`src/rtl/spi_master_pkg.sv`:
```
// +----------------------------------------------------------------------+
// | spi_pkg : shared types and constants for the spi_master block        |
// | Rev 1.0 : initial release                                            |
// +----------------------------------------------------------------------+
`default_nettype none

package spi_pkg;

    localparam int SPI_WORD_W   = 8;
    localparam int SPI_HALF_CNT = 16;

    localparam logic SCLK_RST_VAL = 1'b0;
    localparam logic CS_RST_VAL   = 1'b1;
    localparam logic MOSI_RST_VAL = 1'b0;

    typedef enum logic [1:0] {
        IDLE  = 2'd0,
        SETUP = 2'd1,
        XFER  = 2'd2,
        HOLD  = 2'd3
    } spi_state_e;

endpackage

`default_nettype wire

```
`src/rtl/spi_master_if.sv`:
```
// +----------------------------------------------------------------------+
// | spi_master_if : core-side strobe/byte bus plus the four SPI pins     |
// | Rev 1.0 : initial release                                            |
// +----------------------------------------------------------------------+
`default_nettype none

interface spi_master_if;
    import spi_pkg::*;

    logic                  start;
    logic [SPI_WORD_W-1:0] tx_data;
    logic                  busy;
    logic                  done;
    logic [SPI_WORD_W-1:0] rx_data;
    logic                  sclk;
    logic                  cs;
    logic                  mosi;
    logic                  miso;

    modport master (
        input  start, tx_data, miso,
        output busy, done, rx_data, sclk, cs, mosi
    );

    modport slave (
        output start, tx_data, miso,
        input  busy, done, rx_data, sclk, cs, mosi
    );

endinterface

`default_nettype wire

```
`src/rtl/spi_tick_gen.sv`:
```
// +----------------------------------------------------------------------+
// | spi_tick_gen : CLK_DIV down-counter, one-cycle tick on each wrap     |
// | Rev 1.0 : initial release                                            |
// +----------------------------------------------------------------------+
`default_nettype none

module spi_tick_gen #(
    parameter int CLK_DIV = 4
) (
    input  logic clk,
    input  logic rst_n,
    input  logic en,
    output logic tick
);

    localparam int              CNT_W  = (CLK_DIV > 1) ? $clog2(CLK_DIV) : 1;
    localparam logic [CNT_W-1:0] RELOAD = CNT_W'(CLK_DIV - 1);

    logic [CNT_W-1:0] cnt_q, cnt_d;

    // Held at RELOAD while disabled so the first tick lands exactly CLK_DIV cycles after enable.
    always_comb begin
        cnt_d = cnt_q;
        tick  = 1'b0;
        if (!en) begin
            cnt_d = RELOAD;
        end else if (cnt_q == '0) begin
            tick  = 1'b1;
            cnt_d = RELOAD;
        end else begin
            cnt_d = cnt_q - 1'b1;
        end
    end

    always_ff @(posedge clk or negedge rst_n) begin
        if (!rst_n) cnt_q <= RELOAD;
        else        cnt_q <= cnt_d;
    end

endmodule

`default_nettype wire

```
`src/rtl/spi_master.sv`:
```
// +----------------------------------------------------------------------+
// | spi_master : 8-bit MSB-first SPI master, sclk idles low              |
// | Option macro: SPI_MASTER_BURST_EN (start in last HOLD cycle chains)  |
// | Rev 1.0 : initial release                                            |
// +----------------------------------------------------------------------+
`default_nettype none

module spi_master
    import spi_pkg::*;
#(
    parameter int CLK_DIV = 4
) (
    input  logic         clk,
    input  logic         rst_n,
    spi_master_if.master bus
);

    spi_state_e            state_q, state_d;
    logic [3:0]            h_q, h_d;
    logic [SPI_WORD_W-1:0] tx_sh_q, tx_sh_d;
    logic [SPI_WORD_W-1:0] rx_sh_q, rx_sh_d;
    logic [SPI_WORD_W-1:0] rx_data_q, rx_data_d;
    logic                  sclk_q, sclk_d;
    logic                  cs_q, cs_d;
    logic                  mosi_q, mosi_d;
    logic                  busy_q, busy_d;
    logic                  done_q, done_d;
    logic                  tick;

    spi_tick_gen #(.CLK_DIV(CLK_DIV)) u_tick_gen (
        .clk   (clk),
        .rst_n (rst_n),
        .en    (state_q != IDLE),
        .tick  (tick)
    );

    always_comb begin
        state_d   = state_q;
        h_d       = h_q;
        tx_sh_d   = tx_sh_q;
        rx_sh_d   = rx_sh_q;
        rx_data_d = rx_data_q;
        sclk_d    = sclk_q;
        cs_d      = cs_q;
        mosi_d    = mosi_q;
        busy_d    = busy_q;
        done_d    = 1'b0;

        unique case (state_q)
            IDLE: begin
                if (bus.start) begin
                    tx_sh_d = bus.tx_data;
                    rx_sh_d = '0;
                    cs_d    = 1'b0;
                    mosi_d  = bus.tx_data[SPI_WORD_W-1];
                    busy_d  = 1'b1;
                    state_d = SETUP;
                end
            end
            SETUP: begin
                if (tick) begin
                    h_d     = 4'd0;
                    sclk_d  = 1'b1;
                    mosi_d  = tx_sh_q[SPI_WORD_W-1];
                    state_d = XFER;
                end
            end
            XFER: begin
                if (tick) begin
                    if (!h_q[0]) begin
                        // End of a high phase: slave samples MOSI, we capture MISO.
                        sclk_d  = 1'b0;
                        rx_sh_d = {rx_sh_q[SPI_WORD_W-2:0], bus.miso};
                        tx_sh_d = {tx_sh_q[SPI_WORD_W-2:0], 1'b0};
                        h_d     = h_q + 4'd1;
                    end else if (h_q == 4'(SPI_HALF_CNT - 1)) begin
                        state_d = HOLD;
                    end else begin
                        sclk_d = 1'b1;
                        mosi_d = tx_sh_q[SPI_WORD_W-1];
                        h_d    = h_q + 4'd1;
                    end
                end
            end
            HOLD: begin
                if (tick) begin
                    rx_data_d = rx_sh_q;
                    done_d    = 1'b1;
                    cs_d      = 1'b1;
                    busy_d    = 1'b0;
                    state_d   = IDLE;
`ifdef SPI_MASTER_BURST_EN
                    if (bus.start) begin
                        tx_sh_d = bus.tx_data;
                        rx_sh_d = '0;
                        cs_d    = 1'b0;
                        busy_d  = 1'b1;
                        mosi_d  = bus.tx_data[SPI_WORD_W-1];
                        state_d = SETUP;
                    end
`endif
                end
            end
            default: state_d = IDLE;
        endcase
    end

    always_ff @(posedge clk or negedge rst_n) begin
        if (!rst_n) begin
            state_q   <= IDLE;
            h_q       <= 4'd0;
            tx_sh_q   <= '0;
            rx_sh_q   <= '0;
            rx_data_q <= '0;
            sclk_q    <= SCLK_RST_VAL;
            cs_q      <= CS_RST_VAL;
            mosi_q    <= MOSI_RST_VAL;
            busy_q    <= 1'b0;
            done_q    <= 1'b0;
        end else begin
            state_q   <= state_d;
            h_q       <= h_d;
            tx_sh_q   <= tx_sh_d;
            rx_sh_q   <= rx_sh_d;
            rx_data_q <= rx_data_d;
            sclk_q    <= sclk_d;
            cs_q      <= cs_d;
            mosi_q    <= mosi_d;
            busy_q    <= busy_d;
            done_q    <= done_d;
        end
    end

    assign bus.sclk    = sclk_q;
    assign bus.cs      = cs_q;
    assign bus.mosi    = mosi_q;
    assign bus.busy    = busy_q;
    assign bus.done    = done_q;
    assign bus.rx_data = rx_data_q;

endmodule

`default_nettype wire

```
`src/flat_wrapper.sv`:
```
// flat-port wrapper written by rule: the top's interface ports become plain ports
module spi_master_flat import spi_pkg::*;
#(
    parameter int CLK_DIV = 4
)
  (clk, rst_n, bus_start, bus_tx_data, bus_miso, bus_busy, bus_done, bus_rx_data, bus_sclk, bus_cs, bus_mosi);
  spi_master_if bus_i ();
  input  logic clk;
  input  logic rst_n;
  input wire logic [$bits(bus_i.start)-1:0] bus_start;
  input wire logic [$bits(bus_i.tx_data)-1:0] bus_tx_data;
  input wire logic [$bits(bus_i.miso)-1:0] bus_miso;
  output wire logic [$bits(bus_i.busy)-1:0] bus_busy;
  output wire logic [$bits(bus_i.done)-1:0] bus_done;
  output wire logic [$bits(bus_i.rx_data)-1:0] bus_rx_data;
  output wire logic [$bits(bus_i.sclk)-1:0] bus_sclk;
  output wire logic [$bits(bus_i.cs)-1:0] bus_cs;
  output wire logic [$bits(bus_i.mosi)-1:0] bus_mosi;
  assign bus_i.start = bus_start;
  assign bus_i.tx_data = bus_tx_data;
  assign bus_i.miso = bus_miso;
  assign bus_busy = bus_i.busy;
  assign bus_done = bus_i.done;
  assign bus_rx_data = bus_i.rx_data;
  assign bus_sclk = bus_i.sclk;
  assign bus_cs = bus_i.cs;
  assign bus_mosi = bus_i.mosi;
  spi_master #(.CLK_DIV(CLK_DIV)) u_core (.clk(clk), .rst_n(rst_n), .bus(bus_i));
endmodule
```
`config.mk`:
```
export PLATFORM = sky130hd
export DESIGN_NAME = spi_master_flat
export DESIGN_NICKNAME = d
export VERILOG_FILES = /design/src/rtl/spi_master_pkg.sv /design/src/rtl/spi_master_if.sv /design/src/rtl/spi_tick_gen.sv /design/src/rtl/spi_master.sv /design/src/flat_wrapper.sv
export SDC_FILE = /design/constraint.sdc
export NUM_CORES = 1
export LEC_CHECK = 0
export CORE_UTILIZATION = 39
export DETAILED_ROUTE_END_ITERATION = 12
export DONT_BUFFER_PORTS = 1
export PLACE_DENSITY = 0.54
export SLEW_MARGIN = 20
export SYNTH_ARGS = -nofsm -noshare
export SYNTH_HDL_FRONTEND = slang
export SYNTH_SLANG_ARGS = --single-unit
```
`constraint.sdc`:
```
create_clock -name clk -period 2.5 [get_ports clk]
set_clock_uncertainty 0.2 [all_clocks]
set_input_delay 0.5 -clock clk [delete_from_list [all_inputs] [get_ports clk]]
set_output_delay 0.5 -clock clk [all_outputs]
set_load 0.05 [all_outputs]
```
* Word level (Yosys, flattened, before mapping)
Index checks and enable logic that the tools add are counted.
** Storage, ports and cells
- Bits in registers :: 37
- Input bits :: 12
- Output and inout port bits :: 13
- Logic and storage cells :: 83
** Operators by class
- Add/subtract/negate cells :: 2
- Equality and inequality tests :: 13
- Multiplexer cells :: 42
- Reductions and logical operators :: 14
** Operator list (number)
- two-way mux 8 bit :: 6
- one-hot mux 8 bit (2 select lines) :: 2
- two-way mux 1 bit :: 16
- two-way mux 2 bit :: 8
- two-way mux 4 bit :: 4
- AND reduction 6 bit :: 2
- != test 2 x 1 -> 1 bit (second input constant) :: 5
- one-hot mux 2 bit (4 select lines) :: 1
- one-hot mux 4 bit (2 select lines) :: 1
- AND reduction 4 bit :: 2
- nonzero test 2 bit :: 4
- != test 2 bit (second input constant) :: 3
- one-hot mux 1 bit (2 select lines) :: 3
- AND reduction 3 bit :: 2
- adder 4 x 1 -> 4 bit (second input constant) :: 1
- == test 2 bit (second input constant) :: 2
- == test 4 bit (second input constant) :: 1
- logical NOT 2 bit :: 2
- != test 3 bit (second input constant) :: 1
- one-hot mux 1 bit (3 select lines) :: 1
- nonzero test 3 bit :: 1
- == test 2 x 1 -> 1 bit (second input constant) :: 1
- AND reduction 2 bit :: 1
- subtractor 2 x 1 -> 2 bit (second input constant) :: 1

* Longest topological paths before layout
Gate-level depths: netlist of run 1.
- Depth in word-level cells :: 5
- Mapped depth :: 8
- Gate-level depth less buffers :: 6

* Modules after synthesis
A second synthesis of run 1 with hierarchy kept.
** Unflattened totals
- Cells, all modules :: 162
- Area, all modules :: 1823.0 um^2
** Modules (own cells, without submodules)
- spi_master :: instances 1, cells an instance 154, area an instance 1732.9 um^2
- spi_tick_gen :: instances 1, cells an instance 8, area an instance 90.1 um^2

* Least setup slack after synthesis of run 1
Ideal clock, no wire load.
- Path type :: reg-to-reg
- From :: register u_core.u_tick_gen.cnt_q[0]
- To :: register u_core.state_q[1]
- Setup time :: 125 ps
- Data arrival time :: 1629 ps
- Slack :: 546 ps
- Stages on the path, launching flop included :: 8
- Period minus slack after synthesis :: 1954 ps
- Cell sequence :: dfstp_2 inv_1 ha_1 nor2b_1 buf_4 o221ai_2 a221o_1 mux2_4
** On the way
- Cells in the longest elaborated chain, start to end :: 5
** RTL lines
- from (decl) :: line spi_tick_gen.sv:19 : logic [CNT_W-1:0] cnt_q, cnt_d;
- from (signal assigned) :: line spi_tick_gen.sv:37 : else cnt_q <= cnt_d;
- logical NOT 2 bit (*) :: line spi_tick_gen.sv:27 : end else if (cnt_q == '0) begin
- two-way mux 1 bit (*) :: line spi_tick_gen.sv:27
- two-way mux 1 bit (*) :: line spi_tick_gen.sv:25 : if (!en) begin
- != test 2 x 1 -> 1 bit (no line)
- AND reduction 6 bit (no line) (*)
- to (signal assigned) :: line spi_master.sv:121 : state_q <= state_d;
- to (decl) :: line spi_master.sv:18 : spi_state_e state_q, state_d;
Mark *: on every way between the ends. The rest lies on a longest branch, timed or not.
A chain may end at the register's enable or synchronous reset.

* Worst setup path after layout of run 1
- From :: register u_core.state_q[0]
- To :: register u_core.mosi_q, in the netlist u_core.bus.mosi
** On the way
- Cells in the longest elaborated chain, start to end :: 4
** RTL lines
- nonzero test 2 bit :: line spi_master.sv:33 : .en (state_q != IDLE),
- two-way mux 1 bit :: line spi_tick_gen.sv:25
- != test 2 x 1 -> 1 bit (no line)
- AND reduction 6 bit (no line)
- to (signal assigned) :: line spi_master.sv:128 : mosi_q <= mosi_d;
- to (decl) :: line spi_master.sv:25 : logic mosi_q, mosi_d;
Several ways; a longest one is shown, not always the timed one.

==> run metrics, run 1 <==
Finish-stage setup viols 0; Placeable Area 4115 um^2; highest-count cells in the layout ignoring fill and taps dfrtp_1, nand2_1, o21ai_0; Reg2Reg Depth 7; total track usage 0.1506; antenna violations before repair 0; Peak VDD IR 0.0003593 V; setup TNS 0 ns; Worst Hold Depth 2; fin. max-slew vios 0; Die Height 68.30 um; RePlAce Congestion 0.7159; I/O pins 25; Critical Path Fanout Max 15; Mapped Cells 160; fin cells 213; critical path arrival 2.24 ns; startpoint types register; minimum clock period 2.272 ns; Crit. End Element register; drt initial violations 57; drt wl/cell 13.99 um; Num CTS Buffers 5; number of global-route vias before repair 1099; XOR/XNOR Fraction of Synth Area 0; Yosys cell types 33; part of the power in registers 0.542; Min Hold Slack 0.1654 ns; Post-CTS Setup Bufs 0; mux share of post-synthesis cell area 0.1212; largest family of logic cells by synthesized area compound AO/OA/AOI/OAI gates; Root Driver clkbuf_8; layout cells sized above 1 0.1656; switching share of power 0.1961; Slew HR 0.5843; Internal 0.9007 mW; placed insts 204; vias 1097; total die area 4664 um^2; Clk pwr share 0.438; FF-to-FF setup slack 0.23 ns; Synth Cell Area 1714 um^2; Fin. Hold Viols 0; Comb pwr share 0.020; HPWL after detailed placement 2073 um; commonest non-fill, non-tap cell in the layout dfrtp_1; clk slew on worst S/H paths 0.07 ns; Initial Util 0.4165; CTS H-tree lvls 2; mean post-synth cell area 10.71 um^2; adder-cell share of the synthesized area 0.05109; post-route core utilization 0.4621; Pwr Density 589.1 nW/um^2; first-pass GRT wire length 5181 um; Switch Pwr 0.2197 mW; syn nets 179; largest net degree at the start of global routing 38; Worst Hold Class in2reg; Die W 68.30 um; Power, Total 1.120 mW; RSZ-0062 raised after global routing no; ANT cells 0; CTS tree built; clock sink total 37; Final #Nets 182; DRC Markers 0; required time worst endpoint 2.47 ns; fmax 440.1 MHz; Yosys reg bits 37; # rows 23; Syn-to-layout area delta 10.95%; Clock Tree Buf Depth 2; post-synthesis compound-gate area fraction 0.1241; First-pass DRT Iterations 4; leak pwr 0.9619 nW; Least-Margin Pin Slew 0.6213 ns; Setup CP Type reg2reg; routed vias/inst 5.150; PortBufs 0; Final Cycle Share 0.9088; post-synthesis sequential area ratio 0.5423; Clock Latency Late Sink 0.28 ns; Ys Warns 0; Post-Synth Simple-Gate Area 0.1204; grt ovf 0; max-cap viol count 0; drt total wl 2980 um; outcome completed; Routed Antenna Nets 0
-- routing by layer --
| metal | vias to the layer above | routed length (um) | GRT usage |
|---|---|---|---|
| met5 | - | 0 | 0 |
| met3 | 2 | 169 | 0.06167 |
| met4 | 0 | 11 | 0.03125 |
| met2 | 24 | 1323 | 0.2316 |
| met1 | 517 | 1474 | 0.1975 |
| li1 | 554 | - | - |
-- synth_stat cells (all sizes together) --
cell type / number / area share
nand2: 33 / 0.072
a221oi: 1 / 0.0051
or3: 1 / 0.0037
nor2b: 2 / 0.0073
o22ai: 1 / 0.0037
a2111oi: 1 / 0.0051
clkbuf: 2 / 0.0044
o221ai: 2 / 0.014
and3: 1 / 0.0037
a21oi: 3 / 0.0088
nand3: 3 / 0.0088
nor2: 4 / 0.013
o21ai: 20 / 0.058
nand3b: 1 / 0.0044
a31oi: 1 / 0.0037
ha: 7 / 0.051
inv: 9 / 0.020
a221o: 1 / 0.0058
nand2b: 2 / 0.0073
o21a: 1 / 0.0044
a2bb2oi: 1 / 0.0051
mux2i: 8 / 0.047
buf: 5 / 0.017
o22a: 1 / 0.0051
dfstp: 3 / 0.046
o31a: 1 / 0.0051
mux2: 11 / 0.074
dfrtp: 34 / 0.50
-- power by group through the flow --
stage / Combinational (mW) / Sequential [mW] / Clock [mW]
2_1_floorplan: 0.00536 / 0.618 / 0
3_3_place_gp: 0.00579 / 0.619 / 0
3_5_place_dp: 0.00606 / 0.619 / 0
4_1_cts: 0.0233 / 0.607 / 0.506
5_1_grt: 0.0264 / 0.608 / 0.528
6_report: 0.0223 / 0.607 / 0.491
-- what timing repair did --
item,4_1_cts,5_1_grt
resized for setup,0,1
hold buffers,2,0
endpoints found under the hold margin,37,0
endpoints found under the setup margin,0,14
-- worst paths after layout --
path | from | endpoint
max in group asynchronous | rst_n | u_core.u_tick_gen.cnt_q[0]$_DFF_PN1_
min in group asynchronous | rst_n | u_core.rx_sh_q[7]$_DFFE_PN0P_
hold reg to reg | u_core.tx_sh_q[3]$_DFFE_PN0P_ | u_core.tx_sh_q[3]$_DFFE_PN0P_
hold / removal | bus_miso | u_core.rx_sh_q[0]$_DFFE_PN0P_
setup reg to reg | u_core.state_q[0]$_DFFE_PN0P_ | u_core.bus.mosi$_DFFE_PN0P_
setup / recovery | u_core.state_q[0]$_DFFE_PN0P_ | u_core.bus.mosi$_DFFE_PN0P_
-- cell type report --
class                   count  area, um^2
clock inverters             2       35.03
clock buffers               5       68.82
inverters                   9       33.78
fillers                   395        2213
multi-input cells         107       734.5
well taps                  50       62.56
repair buffers              3       37.54
flip-flops and latches     37       929.6
-- sequential cells by signal (all words and copies together) (netlist names) --
register / count
u_core.bus.done: 1
u_core.bus.sclk: 1
u_core.bus.busy: 1
u_core.u_tick_gen.cnt_q: 2
u_core.bus.mosi: 1
u_core.rx_sh_q: 8
u_core.h_q: 4
u_core.tx_sh_q: 8
u_core.bus.cs: 1
u_core.state_q: 2
u_core.bus.rx_data: 8
-- critical path: stages (launching register included) --
cell	delay [ns]
dfrtp_1	0.39
inv_1	0.11
ha_1	0.31
buf_4	0.24
nor2_4	0.16
o221ai_2	0.12
a221oi_1	0.26
mux2_2	0.37
-- per-stage QoR --
| step | setup slack (ns) | cell area (um^2) |
|---|---|---|
| finish | 0.2280 | 1902 |
| global placement | 0.1485 | 1754 |
| detailed placement | 0.05595 | 1754 |
| floorplan | 0.5459 | 1714 |
| global route | 0.05942 | 1902 |
| CTS | 0.03144 | 1888 |
-- cell families after synthesis --
| logic type | after synthesis |
|---|---|
| adders and majority gates | 7 |
| and+or+nand+nor | 47 |
| DFF | 37 |
| buffers and inverters | 16 |
| muxes | 19 |
| AOI/OAI and AO/OA | 34 |
Power figures use the tool's default switching activity.
==> inputs of run 2 (changes only) <==
Settings changed: SKIP_CTS_REPAIR_TIMING from default to 1.
==> run 2 against run 1 <==
Sequential cell count unchanged. Clock power about the same. Fmax about the same. Via count down 0.36%. Sequential share of layout area unchanged. Power about the same. Design area unchanged. Wire length about the same. Sequential power about the same. Setup slack about the same. Critical path type unchanged. Critical endpoint unchanged.
==> run metrics, run 2 (same netlist as run 1, synthesis figures left out) <==
number of global-route vias before repair 1099 (unchanged); Min Hold Slack 0.1656 ns (was 0.1654 ns); Finish-stage setup viols 0 (unchanged); First-pass DRT Iterations 4 (unchanged); Die W 68.30 um (unchanged); CP max stage cell dfrtp_1 (unchanged); finished layout cell area 1902 um^2 (unchanged); Final Cycle Share 0.9088 (about the same); largest net degree at the start of global routing 38 (unchanged); fin cells 213 (unchanged); Slew HR 0.5836 (was 0.5843); vias 1093 (was 1097); CP bufs+invs 2 (unchanged); Setup CP Type reg2reg (unchanged); Critical Path Stages 7 (unchanged); Root Driver clkbuf_8 (unchanged); Peak VDD IR 0.0003593 V (about the same); CTS tree built (unchanged); Syn-to-layout area delta 10.95% (unchanged); total track usage 0.1492 (was 0.1506); Reg2Reg Depth 7 (unchanged); ANT cells 0 (unchanged); CP Launch Point u_core.state_q[0]$_DFFE_PN0P_ (unchanged); Routed Antenna Nets 0 (unchanged); Critical Path Fanout Max 15 (unchanged); antenna violations before repair 0 (unchanged); placed insts 204 (unchanged); timing endpoint of the critical path u_core.bus.mosi$_DFFE_PN0P_ (unchanged); outcome completed (unchanged); first-pass GRT wire length 5133 um (was 5181 um); commonest non-fill, non-tap cell in the layout dfrtp_1 (unchanged); PortBufs 0 (unchanged); total die area 4664 um^2 (unchanged); Clock Latency Late Sink 0.28 ns (about the same); clk slew on worst S/H paths 0.07 ns (about the same); required time worst endpoint 2.47 ns (about the same); CTS H-tree lvls 2 (unchanged); leak pwr 0.9619 nW (unchanged); drt total wl 2981 um (was 2980 um); Final #Nets 182 (unchanged); DRC Markers 0 (unchanged); I/O pins 25 (unchanged); Least-Margin Pin Slew 0.6224 ns (was 0.6213 ns); Placeable Area 4115 um^2 (unchanged); max-cap viol count 0 (unchanged); highest-count cells in the layout ignoring fill and taps dfrtp_1, nand2_1, o21ai_0 (unchanged); RSZ-0062 raised after global routing no (unchanged); Crit. End Element register (unchanged); Initial Util 0.4165 (unchanged); # rows 23 (unchanged); Worst Hold Class in2reg (unchanged); fmax 440.1 MHz (about the same); Num CTS Buffers 5 (unchanged); crit-path leading delay family flip-flops (unchanged); fillcell total 395 (unchanged); Setup WS post-layout 0.2279 ns (was 0.2280 ns); reg2reg end u_core.bus.mosi$_DFFE_PN0P_ (unchanged); Die Height 68.30 um (unchanged); Post-Place Cell Area 1754 um^2 (unchanged); Pwr Density 589.1 nW/um^2 (about the same); Clock Tree Buf Depth 2 (unchanged); Power, Total 1.120 mW (about the same); worst r2r src u_core.state_q[0]$_DFFE_PN0P_ (unchanged); fin. max-slew vios 0 (unchanged); FF-to-FF setup slack 0.23 ns (about the same); startpoint types register (unchanged); clock sink total 37 (unchanged); routed vias/inst 5.131 (was 5.150); grt ovf 0 (unchanged); crit-path cells inv_1 -> ha_1 -> buf_4 -> nor2_4 -> o221ai_2 -> a221oi_1 -> mux2_2 (unchanged); Fin. Hold Viols 0 (unchanged); Setup WS pre-CTS 0.05595 ns (unchanged); RePlAce Congestion 0.7159 (unchanged); critical path arrival 2.24 ns (about the same); post-route core utilization 0.4621 (unchanged); layout cells sized above 1 0.1656 (unchanged); drt initial violations 58 (was 57); drt wl/cell 14.00 um (was 13.99 um); minimum clock period 2.272 ns (about the same); HPWL after detailed placement 2073 um (unchanged); setup TNS 0 ns (unchanged); Worst path max stage delay 0.39 ns (about the same)
==> run 2: layout make-up <==
class                           count  area [um^2]  share of cell area
Multi-Input combinational cell    107        734.5              0.3862
Tap cell                           50        62.56             0.03289
Sequential cell                    37        929.6              0.4888
Inverter                            9        33.78             0.01776
Clock buffer                        5        68.82             0.03618
Timing Repair Buffer                3        37.54             0.01974
Clock inverter                      2        35.03             0.01842
==> run 2: worst min path at each step <==
stage | start | endpoint | slack [ns] | cells after the start
2_1_floorplan | rst_n | u_core.bus.busy$_DFFE_PN0P_ | 0.004 | 0
3_3_place_gp | rst_n | u_core.bus.busy$_DFFE_PN0P_ | 0.005 | 0
3_5_place_dp | rst_n | u_core.bus.busy$_DFFE_PN0P_ | 0.005 | 0
4_1_cts | rst_n | u_core.bus.rx_data[2]$_DFFE_PN0P_ | -0.30 | 0
5_1_grt | bus_tx_data[0] | u_core.tx_sh_q[0]$_DFFE_PN0P_ | 0.18 | 2
6_report | bus_miso | u_core.rx_sh_q[0]$_DFFE_PN0P_ | 0.17 | 2
==> run 2: layer usage <==
metal | track usage | vias up | part of all wire
li1 | - | 554 | -
met1 | 0.1996 | 513 | 0.50
met2 | 0.2243 | 24 | 0.44
met3 | 0.06167 | 2 | 0.057
met4 | 0.03125 | 0 | 0.0037
met5 | 0 | - | 0
==> run 2: where the power goes <==
part	total (mW)	switching, mW	internal [mW]
combinational	0.0223	0.0149	0.00734
clock	0.491	0.201	0.290
sequential	0.607	0.00360	0.604
==> inputs of run 3 (changes only) <==
Settings changed: CORE_ASPECT_RATIO from default to 0.8.
==> run 3 against run 2 <==
Clock power decreased by 17%. Via count increased by 3.7%. Critical path depth unchanged. Sequential power about the same. Worst hold slack got worse by 0.0046 ns. Non-clock buffer count increased by 3. Utilization decreased by 0.98 points. Fmax increased by 7.8%. Largest power group unchanged. Register-to-register slack improved by 0.16 ns. Critical endpoint is now u_core.h_q[1]$_DFFE_PN0P_. Final cell count increased by 4.7%. Largest cell class unchanged. Combinational power decreased by 2%. Power decreased by 7.4%.
==> run metrics, run 3 (same netlist as run 1, synthesis figures left out) <==
Worst Hold Class in2reg (unchanged); startpoint types register (unchanged); Root Driver clkbuf_8 (unchanged); Worst path max stage delay 0.38 ns (was 0.39 ns); DRC Markers 0 (unchanged); CP Launch Point u_core.state_q[0]$_DFFE_PN0P_ (unchanged); Min Hold Slack 0.1610 ns (was 0.1656 ns); Clock Latency Late Sink 0.28 ns (about the same); Num CTS Buffers 5 (unchanged); Pwr Density 545.8 nW/um^2 (was 589.1 nW/um^2); routed vias/inst 5.081 (was 5.131); crit-path cells inv_1 -> ha_1 -> nor2b_1 -> buf_4 -> o22ai_1 -> a31oi_1 -> mux2i_1 (was inv_1 -> ha_1 -> buf_4 -> nor2_4 -> o221ai_2 -> a221oi_1 -> mux2_2); drt total wl 2964 um (was 2981 um); Placeable Area 4204 um^2 (was 4115 um^2); grt ovf 0 (unchanged); antenna violations before repair 0 (unchanged); Routed Antenna Nets 0 (unchanged); Syn-to-layout area delta 10.95% (unchanged); # rows 21 (was 23); leak pwr 0.9633 nW (was 0.9619 nW); minimum clock period 2.108 ns (was 2.272 ns); commonest non-fill, non-tap cell in the layout dfrtp_1 (unchanged); largest net degree at the start of global routing 38 (unchanged); clk slew on worst S/H paths 0.07 ns (about the same); worst r2r src u_core.state_q[0]$_DFFE_PN0P_ (unchanged); hold_sp bus_miso (unchanged); First-pass DRT Iterations 4 (unchanged); Least-Margin Pin Slew 0.5040 ns (was 0.6224 ns); Die W 76.12 um (was 68.30 um); ANT cells 0 (unchanged); CP max stage cell dfrtp_1 (unchanged); FF-to-FF setup slack 0.39 ns (was 0.23 ns); CTS tree built (unchanged); first-pass GRT wire length 4954 um (was 5133 um); Crit. End Element register (unchanged); Final #Nets 185 (was 182); clock sink total 37 (unchanged); reg2reg end u_core.h_q[1]$_DFFE_PN0P_ (was u_core.bus.mosi$_DFFE_PN0P_); outcome completed (unchanged); HPWL after detailed placement 2120 um (was 2073 um); Clock Tree Buf Depth 2 (unchanged); Finish-stage setup viols 0 (unchanged); required time worst endpoint 2.50 ns (was 2.47 ns); Initial Util 0.4077 (was 0.4165); vias 1133 (was 1093); RSZ-0062 raised after global routing no (unchanged); timing endpoint of the critical path u_core.h_q[1]$_DFFE_PN0P_ (was u_core.bus.mosi$_DFFE_PN0P_); total die area 4666 um^2 (was 4664 um^2); RePlAce Congestion 0.7645 (was 0.7159); Setup CP Type reg2reg (unchanged); PortBufs 0 (unchanged); critical path arrival 2.11 ns (was 2.24 ns); layout cells sized above 1 0.1687 (was 0.1656); fmax 474.4 MHz (was 440.1 MHz); I/O pins 25 (unchanged); Die Height 61.30 um (was 68.30 um); fin. max-slew vios 0 (unchanged); highest-count cells in the layout ignoring fill and taps dfrtp_1, nand2_1, o21ai_0 (unchanged); Slew HR 0.6640 (was 0.5836); Fin. Hold Viols 0 (unchanged); CTS H-tree lvls 2 (unchanged); drt initial violations 53 (was 58); Peak VDD IR 0.0003020 V (was 0.0003593 V); drt wl/cell 13.29 um (was 14.00 um); setup TNS 0 ns (unchanged); Final Cycle Share 0.8432 (was 0.9088); max-cap viol count 0 (unchanged); Critical Path Fanout Max 6 (was 15); Power, Total 1.038 mW (was 1.120 mW); total track usage 0.1397 (was 0.1492); Reg2Reg Depth 7 (unchanged); number of global-route vias before repair 1082 (was 1099)
## run 3: cell types whose count changed in the layout (fill, tap and decap cells not counted)
| cell | change |
|---|---|
| clkbuf_8 | +1 |
| nor2b_2 | -1 |
| nor2b_1 | +1 |
| a2bb2oi_4 | -1 |
| bufinv_16 | -1 |
| a2bb2oi_2 | +1 |
| clkinv_2 | -1 |
| buf_4 | +3 |
| clkbuf_1 | +1 |
## run 3: worst min-delay path by stage
stage,slack [ns],endpoint,cells past startpoint
2_1_floorplan,0.004,u_core.bus.busy$_DFFE_PN0P_,0
3_3_place_gp,0.005,u_core.bus.done$_DFF_PN0_,0
3_5_place_dp,0.005,u_core.bus.done$_DFF_PN0_,0
4_1_cts,-0.30,u_core.bus.rx_data[7]$_DFFE_PN0P_,0
5_1_grt,0.18,u_core.rx_sh_q[0]$_DFFE_PN0P_,2
6_report,0.16,u_core.rx_sh_q[0]$_DFFE_PN0P_,2
## run 3: routing by layer
| metal | track usage | vias to the layer above | wire (um) |
|---|---|---|---|
| li1 | - | 552 | - |
| met1 | 0.1740 | 543 | 1412 |
| met2 | 0.2221 | 36 | 1328 |
| met3 | 0.05630 | 2 | 209 |
| met4 | 0.05769 | 0 | 13 |
| met5 | 0 | - | 0 |
## run 3: cell type report
cell class / instances / area (um^2)
multi-input combinational: 107 / 720.7
timing repair buffer: 6 / 60.06
tap: 57 / 71.32
inverter: 9 / 33.78
fill: 419 / 2302
clock buffer: 7 / 86.33
sequential: 37 / 929.6
## run 3: power breakdown
group          switching (mW)  internal (mW)  leakage (nW)
registers             0.00334          0.604         0.466
logic                  0.0145        0.00737         0.453
clock network           0.190          0.219        0.0443
## run 3: through the flow
stage / area, um^2 / util / cells / setup slack (ns)
CTS: 1872 / 0.4452 / 221 / 0.3837
global placement: 1785 / 0.4247 / 214 / 0.4083
global route: 1902 / 0.4524 / 223 / 0.1901
detailed placement: 1785 / 0.4247 / 214 / 0.4090
floorplan: 1714 / - / 160 / 0.5459
finish: 1902 / 0.4524 / 223 / 0.3920
## run 3: worst max-delay path, delay by kind of cell (launching register included)
| family | cells | cell delay (ns) |
|---|---|---|
| AOI/OAI and AO/OA | 2 | 0.47 |
| DFF | 1 | 0.38 |
| buffers and inverters | 2 | 0.28 |
| adders and majority gates | 1 | 0.26 |
| muxes | 1 | 0.23 |
| and+or+nand+nor | 1 | 0.20 |
==> variant 1, RTL diff (flow settings as in run 3) <==
`CLK_DIV` is set to 4 in 3 places; all go to 8.
--- a/src/rtl/spi_tick_gen.sv
+++ b/src/rtl/spi_tick_gen.sv
@@ -6,5 +6,5 @@
 
 module spi_tick_gen #(
-    parameter int CLK_DIV = 4
+    parameter int CLK_DIV = 8
 ) (
     input  logic clk,
--- a/src/rtl/spi_master.sv
+++ b/src/rtl/spi_master.sv
@@ -9,5 +9,5 @@
     import spi_pkg::*;
 #(
-    parameter int CLK_DIV = 4
+    parameter int CLK_DIV = 8
 ) (
     input  logic         clk,
--- a/src/flat_wrapper.sv
+++ b/src/flat_wrapper.sv
@@ -2,5 +2,5 @@
 module spi_master_flat import spi_pkg::*;
 #(
-    parameter int CLK_DIV = 4
+    parameter int CLK_DIV = 8
 )
   (clk, rst_n, bus_start, bus_tx_data, bus_miso, bus_busy, bus_done, bus_rx_data, bus_sclk, bus_cs, bus_mosi);
Formal check against the unedited RTL: not equivalent (Yosys sat finds a counterexample within 10 cycles, from zero or initial values and one cycle with rst_n low).
==> variant 1 against run 3 <==
  * Utilization grew 1.1 points
  * Cell area grew 4.3%
  * Highest routed layer unchanged
  * Worst setup slack lost 0.20 ns
  * Routed wire length rose by 14%
  * First-iteration DRC count decreased by 30%
  * Sequential cell count is 1 higher
  * Total power up 0.94%
  * Critical path depth is 2 lower
  * Via count increased by 5.6%
  * Synthesized area increased by 4.5%
==> variant 1: results (changes against run 3) <==
<table>
<tr><th>Metric</th><th>Value</th></tr>
<tr><th colspan="2">Outcome</th></tr>
<tr><td>Status</td><td>finished clean</td></tr>
<tr><th colspan="2">Yosys</th></tr>
<tr><td>Commonest cells in the synthesized netlist</td><td>sky130_fd_sc_hd__nand2_1 (35), sky130_fd_sc_hd__dfrtp_1 (34), sky130_fd_sc_hd__o21ai_0 (12)</td></tr>
<tr><td>Post-Synthesis Net Count</td><td>189 (+5.6%)</td></tr>
<tr><td>Cell types occupying the most area after synthesis</td><td>sky130_fd_sc_hd__dfrtp_1 (48%), sky130_fd_sc_hd__nand2_1 (7.3%), sky130_fd_sc_hd__mux2_2 (6.9%)</td></tr>
<tr><th colspan="2">Pwr</th></tr>
<tr><td>Static leakage</td><td>1.009 nW (+4.8%)</td></tr>
<tr><td>Power, Total</td><td>1.048 mW (+0.94%)</td></tr>
<tr><td>Switching portion of total power</td><td>20.07% (about the same)</td></tr>
<tr><td>Power in combinational cells</td><td>0.0206 mW (-6%)</td></tr>
<tr><td>Clk network pwr share</td><td>38.8% (-0.6 points)</td></tr>
<tr><td>Worst VDD drop</td><td>0.2572 mV (-15%)</td></tr>
<tr><th colspan="2">Place</th></tr>
<tr><td>Placed wire-length estimate after detailed placement</td><td>2.341 mm (+10%)</td></tr>
<tr><td>Pre-CTS WS</td><td>0.2025 ns (-0.2065 ns)</td></tr>
<tr><th colspan="2">Global route</th></tr>
<tr><td>Pin count of the biggest net entering global routing</td><td>39 (+2.6%)</td></tr>
<tr><td>Number of global-route vias before repair</td><td>1243 (+15%)</td></tr>
<tr><td>First-pass GRT wire length</td><td>5.865 mm (+18%)</td></tr>
<tr><td>Global-route usage over all layers</td><td>15.87% (+1.9 points)</td></tr>
<tr><th colspan="2">Route</th></tr>
<tr><td>Final routed wire length divided by cell count</td><td>14.46 µm (+8.8%)</td></tr>
<tr><td>1st-iter DRT viols</td><td>37 (-30%)</td></tr>
<tr><th colspan="2">Setup path</th></tr>
<tr><td>Stage delay of the slowest cell on the critical path</td><td>0.46 ns (+0.08 ns)</td></tr>
<tr><td>CP arrival</td><td>2.27 ns (+0.16 ns)</td></tr>
<tr><td>FF-to-FF path depth</td><td>5 (-2)</td></tr>
<tr><td>Reg-to-reg endpoint</td><td>u_core.state_q[1]$_DFFE_PN0P_</td></tr>
<tr><td>Cell type of the slowest stage on the worst timing path</td><td>sky130_fd_sc_hd__or3b_1</td></tr>
<tr><th colspan="2">STA</th></tr>
<tr><td>Slew headroom</td><td>66.35% (about the same)</td></tr>
<tr><td>Fin crit period</td><td>2.306 ns (+0.1977 ns)</td></tr>
<tr><th colspan="2">Cells and area</th></tr>
<tr><td>Number of standard cells in the layout, taps in and fillers out</td><td>233 (+4.5%)</td></tr>
</table>
==> variant 1: cell types whose count changed in the layout (fill, tap and decap cells not counted), sizes merged, moves of 2 or more <==
cell          run 3  this run
o21ai            20        12
a21oi             3         5
nand2            33        35
nor2              4         8
nand3             3        10
==> variant 1: kinds of logic (layout without fill, tap and decap cells) <==
| kind of cell | after synthesis | after routing | synth area share, % |
|---|---|---|---|
| mux | 21 | 21 | 12.79 |
| buf+inv | 13 | 20 | 2.795 |
| fa+ha+maj | 8 | 8 | 5.591 |
| simple gates | 63 | 63 | 16.21 |
| compound gates | 26 | 26 | 9.225 |
| flops | 38 | 38 | 53.39 |
==> variant 1: worst min path at each step <==
| stage | from | to | slack, ns | depth (start not counted) |
|---|---|---|---|---|
| 2_1_floorplan | rst_n | u_core.bus.busy$_DFFE_PN0P_ | 0.004 | 0 |
| 6_report | bus_miso | u_core.rx_sh_q[0]$_DFFE_PN0P_ | 0.16 | 2 |
| 3_5_place_dp | rst_n | u_core.bus.busy$_DFFE_PN0P_ | 0.007 | 0 |
| 3_3_place_gp | rst_n | u_core.h_q[2]$_DFFE_PN0P_ | 0.006 | 0 |
| 4_1_cts | rst_n | u_core.bus.mosi$_DFFE_PN0P_ | -0.31 | 0 |
| 5_1_grt | bus_miso | u_core.rx_sh_q[0]$_DFFE_PN0P_ | 0.17 | 2 |
==> variant 1: final cells by class <==
cell class                      instances  area, µm²
Sequential cell                        38      955.9
Clock buffer                            6      82.58
Multi-Input combinational cell        118      784.5
Fill cell                             398       2298
Tap cell                               57      71.32
Inverter                                8      30.03
Timing Repair Buffer                    6      60.06
==> variant 1: metal layers <==
metal,global-route usage [%],up-vias,wire length (µm)
met3,6.277,4,180
met4,5.189,0,21
met1,19.79,577,1521
li1,-,588,-
met5,0,-,0
met2,25.11,28,1647
==> variant 2, RTL diff (flow settings as in run 3) <==
Made on the original files. `tx_sh_q` no longer has a reset.
--- a/src/rtl/spi_master.sv
+++ b/src/rtl/spi_master.sv
@@ -110,5 +110,4 @@
             state_q   <= IDLE;
             h_q       <= 4'd0;
-            tx_sh_q   <= '0;
             rx_sh_q   <= '0;
             rx_data_q <= '0;
@@ -121,5 +120,4 @@
             state_q   <= state_d;
             h_q       <= h_d;
-            tx_sh_q   <= tx_sh_d;
             rx_sh_q   <= rx_sh_d;
             rx_data_q <= rx_data_d;
@@ -130,4 +128,8 @@
             done_q    <= done_d;
         end
+    end
+
+    always_ff @(posedge clk) begin
+        tx_sh_q <= tx_sh_d;
     end
 
Function: no difference found for any inputs over 10 cycles, from zero or initial values and one cycle with rst_n low; that may be too few to reach the edited logic, so the function may still have changed.
==> variant 2 against run 3 <==
  * Total power increased by 2.2%
  * Routed wire length increased by 1.1%
  * Worst setup slack lost 0.056 ns
  * Sequential cell count is the same
  * Cell area decreased by 0.53%
  * Clock power grew 2%
  * Utilization decreased by 0.24 points
  * Synthesized area is 0.36% lower
  * First-iteration DRC count rose by 5.7%
  * Die area is 0.35% lower
==> variant 2: results (changes against run 3) <==
<table>
<tr><th>Metric</th><th>Value</th></tr>
<tr><th colspan="2">Yosys</th></tr>
<tr><td>Async S/R FF share, synth</td><td>78.38% (-22 points)</td></tr>
<tr><td>Commonest cells in the synthesized netlist</td><td>sky130_fd_sc_hd__dfrtp_1 (26), sky130_fd_sc_hd__nand2_1 (26), sky130_fd_sc_hd__mux2_2 (17)</td></tr>
<tr><td>Cell types occupying the most area after synthesis</td><td>sky130_fd_sc_hd__dfrtp_1 (38%), sky130_fd_sc_hd__edfxtp_1 (14%), sky130_fd_sc_hd__mux2_2 (11%)</td></tr>
<tr><td>Count of distinct cell types in the synthesized netlist</td><td>32 (-3.0%)</td></tr>
<tr><td>Portion of the post-synthesis area used by sequential elements</td><td>56.78% (+2.5 points)</td></tr>
<tr><td>Number of enable-type register cells in the synthesized netlist</td><td>8 (+8)</td></tr>
<tr><th colspan="2">Global route</th></tr>
<tr><td>Number of global-route vias before repair</td><td>1055 (-2.5%)</td></tr>
<tr><td>Pin count of the biggest net entering global routing</td><td>30 (-21%)</td></tr>
<tr><td>First-pass GRT wire length</td><td>4.795 mm (-3.2%)</td></tr>
<tr><th colspan="2">Cells and area</th></tr>
<tr><td>Layout cells sized above 1</td><td>22.73% (+5.9 points)</td></tr>
<tr><td>Layout-stage area growth over the synthesis result</td><td>10.77%</td></tr>
<tr><th colspan="2">STA</th></tr>
<tr><td>Transition at the pin with the smallest max-transition slack</td><td>0.5167 ns (+0.01265 ns)</td></tr>
<tr><td>Final Cycle Share</td><td>86.54% (+2.2 points)</td></tr>
<tr><th colspan="2">Route</th></tr>
<tr><td>Wire length on met3</td><td>113 µm (-46%)</td></tr>
<tr><td>DR vias/cell</td><td>5.038 (-0.84%)</td></tr>
<tr><td>Post-route met1 wirelength</td><td>1.430 mm (+1.3%)</td></tr>
<tr><td>Met2 routed WL</td><td>1.438 mm (+8.3%)</td></tr>
<tr><td>1st-iter DRT viols</td><td>56 (+5.7%)</td></tr>
<tr><th colspan="2">Setup path</th></tr>
<tr><td>Cell class contributing the biggest share of worst-path delay</td><td>flip-flops</td></tr>
<tr><td>Reg-to-reg endpoint</td><td>u_core.bus.mosi$_DFFE_PN0P_</td></tr>
<tr><td>FF-to-FF path depth</td><td>6 (-1)</td></tr>
<tr><td>R2r setup slk</td><td>0.34 ns (-0.06 ns)</td></tr>
<tr><td>CP arrival</td><td>2.13 ns (+0.02 ns)</td></tr>
<tr><td>Critical path peak fanout</td><td>8 (+2)</td></tr>
<tr><th colspan="2">Pwr</th></tr>
<tr><td>Worst VDD drop</td><td>0.3111 mV (+3.0%)</td></tr>
<tr><td>Static leakage</td><td>0.8626 nW (-10%)</td></tr>
<tr><th colspan="2">Outcome</th></tr>
<tr><td>Status</td><td>finished clean</td></tr>
<tr><th colspan="2">Die</th></tr>
<tr><td>Initial core utilization</td><td>40.62% (-0.15 points)</td></tr>
<tr><th colspan="2">Place</th></tr>
<tr><td>Weighted congestion at the end of routability-driven global placement</td><td>0.7403 (-3.2%)</td></tr>
</table>
-- variant 2: changes by cell type after synthesis, sizes merged, moves of 6 or more --
cell           run 3  this run
mux2i              8         0
mux2              11        18
nand2             33        27
dfrtp             34        26
o21ai             20        11
edfxtp             0         8
-- variant 2: cell families after synthesis --
logic type | Yosys count | synth area share [%]
simple gates | 44 | 11.58
flops | 37 | 56.78
compound gates | 28 | 11.36
buf+inv | 12 | 3.296
mux | 18 | 11.87
fa+ha+maj | 7 | 5.128
-- variant 2: where the power goes --
part	switching (mW)	internal (mW)	leakage [nW]
sequential	0.00388	0.619	0.426
clock	0.193	0.225	0.0455
combinational	0.0126	0.00754	0.391
-- variant 2: how the worst max path moves through the flow --
stage                                               from                              end  slack, ns
floorplan           u_core.u_tick_gen.cnt_q[0]$_DFF_PN1_  u_core.tx_sh_q[0]$_SDFFCE_PN0P_       0.47
global placement           u_core.state_q[0]$_DFFE_PN0P_      u_core.bus.mosi$_DFFE_PN0P_       0.43
finish                     u_core.state_q[0]$_DFFE_PN0P_      u_core.bus.mosi$_DFFE_PN0P_       0.34
global route               u_core.state_q[1]$_DFFE_PN0P_      u_core.bus.mosi$_DFFE_PN0P_       0.20
detailed placement         u_core.state_q[0]$_DFFE_PN0P_      u_core.bus.mosi$_DFFE_PN0P_       0.34
CTS                        u_core.state_q[0]$_DFFE_PN0P_      u_core.bus.mosi$_DFFE_PN0P_       0.33
-- variant 2: cell type report --
cell class / instances / area [µm²]
Clock buffer: 8 / 90.09
Fill cell: 412 / 2312
Inverter: 7 / 26.28
Multi-Input combinational cell: 97 / 681.9
Sequential cell: 37 / 969.7
Tap cell: 57 / 71.32
Timing Repair Buffer: 5 / 52.55
-- variant 2: layer usage --
metal	track usage (%)	vias to the layer above
met3	3.852	2
met2	22.99	16
met1	17.31	519
met5	0	-
li1	-	526
met4	5.769	0
-- variant 2: stage by stage --
step | power [mW] | std cells | hold slack, ns | cell area, µm² | worst slack [ns]
after floorplan | 0.6394 | 146 | 0.004409 | 1708 | 0.4687
after global placement | 0.6410 | 201 | 0.005189 | 1772 | 0.4338
after detailed placement | 0.6417 | 201 | 0.005058 | 1772 | 0.3418
after CTS | 1.069 | 209 | -0.3037 | 1862 | 0.3265
after global routing | 1.112 | 211 | 0.1793 | 1892 | 0.1984
final | 1.061 | 211 | 0.1757 | 1892 | 0.3364
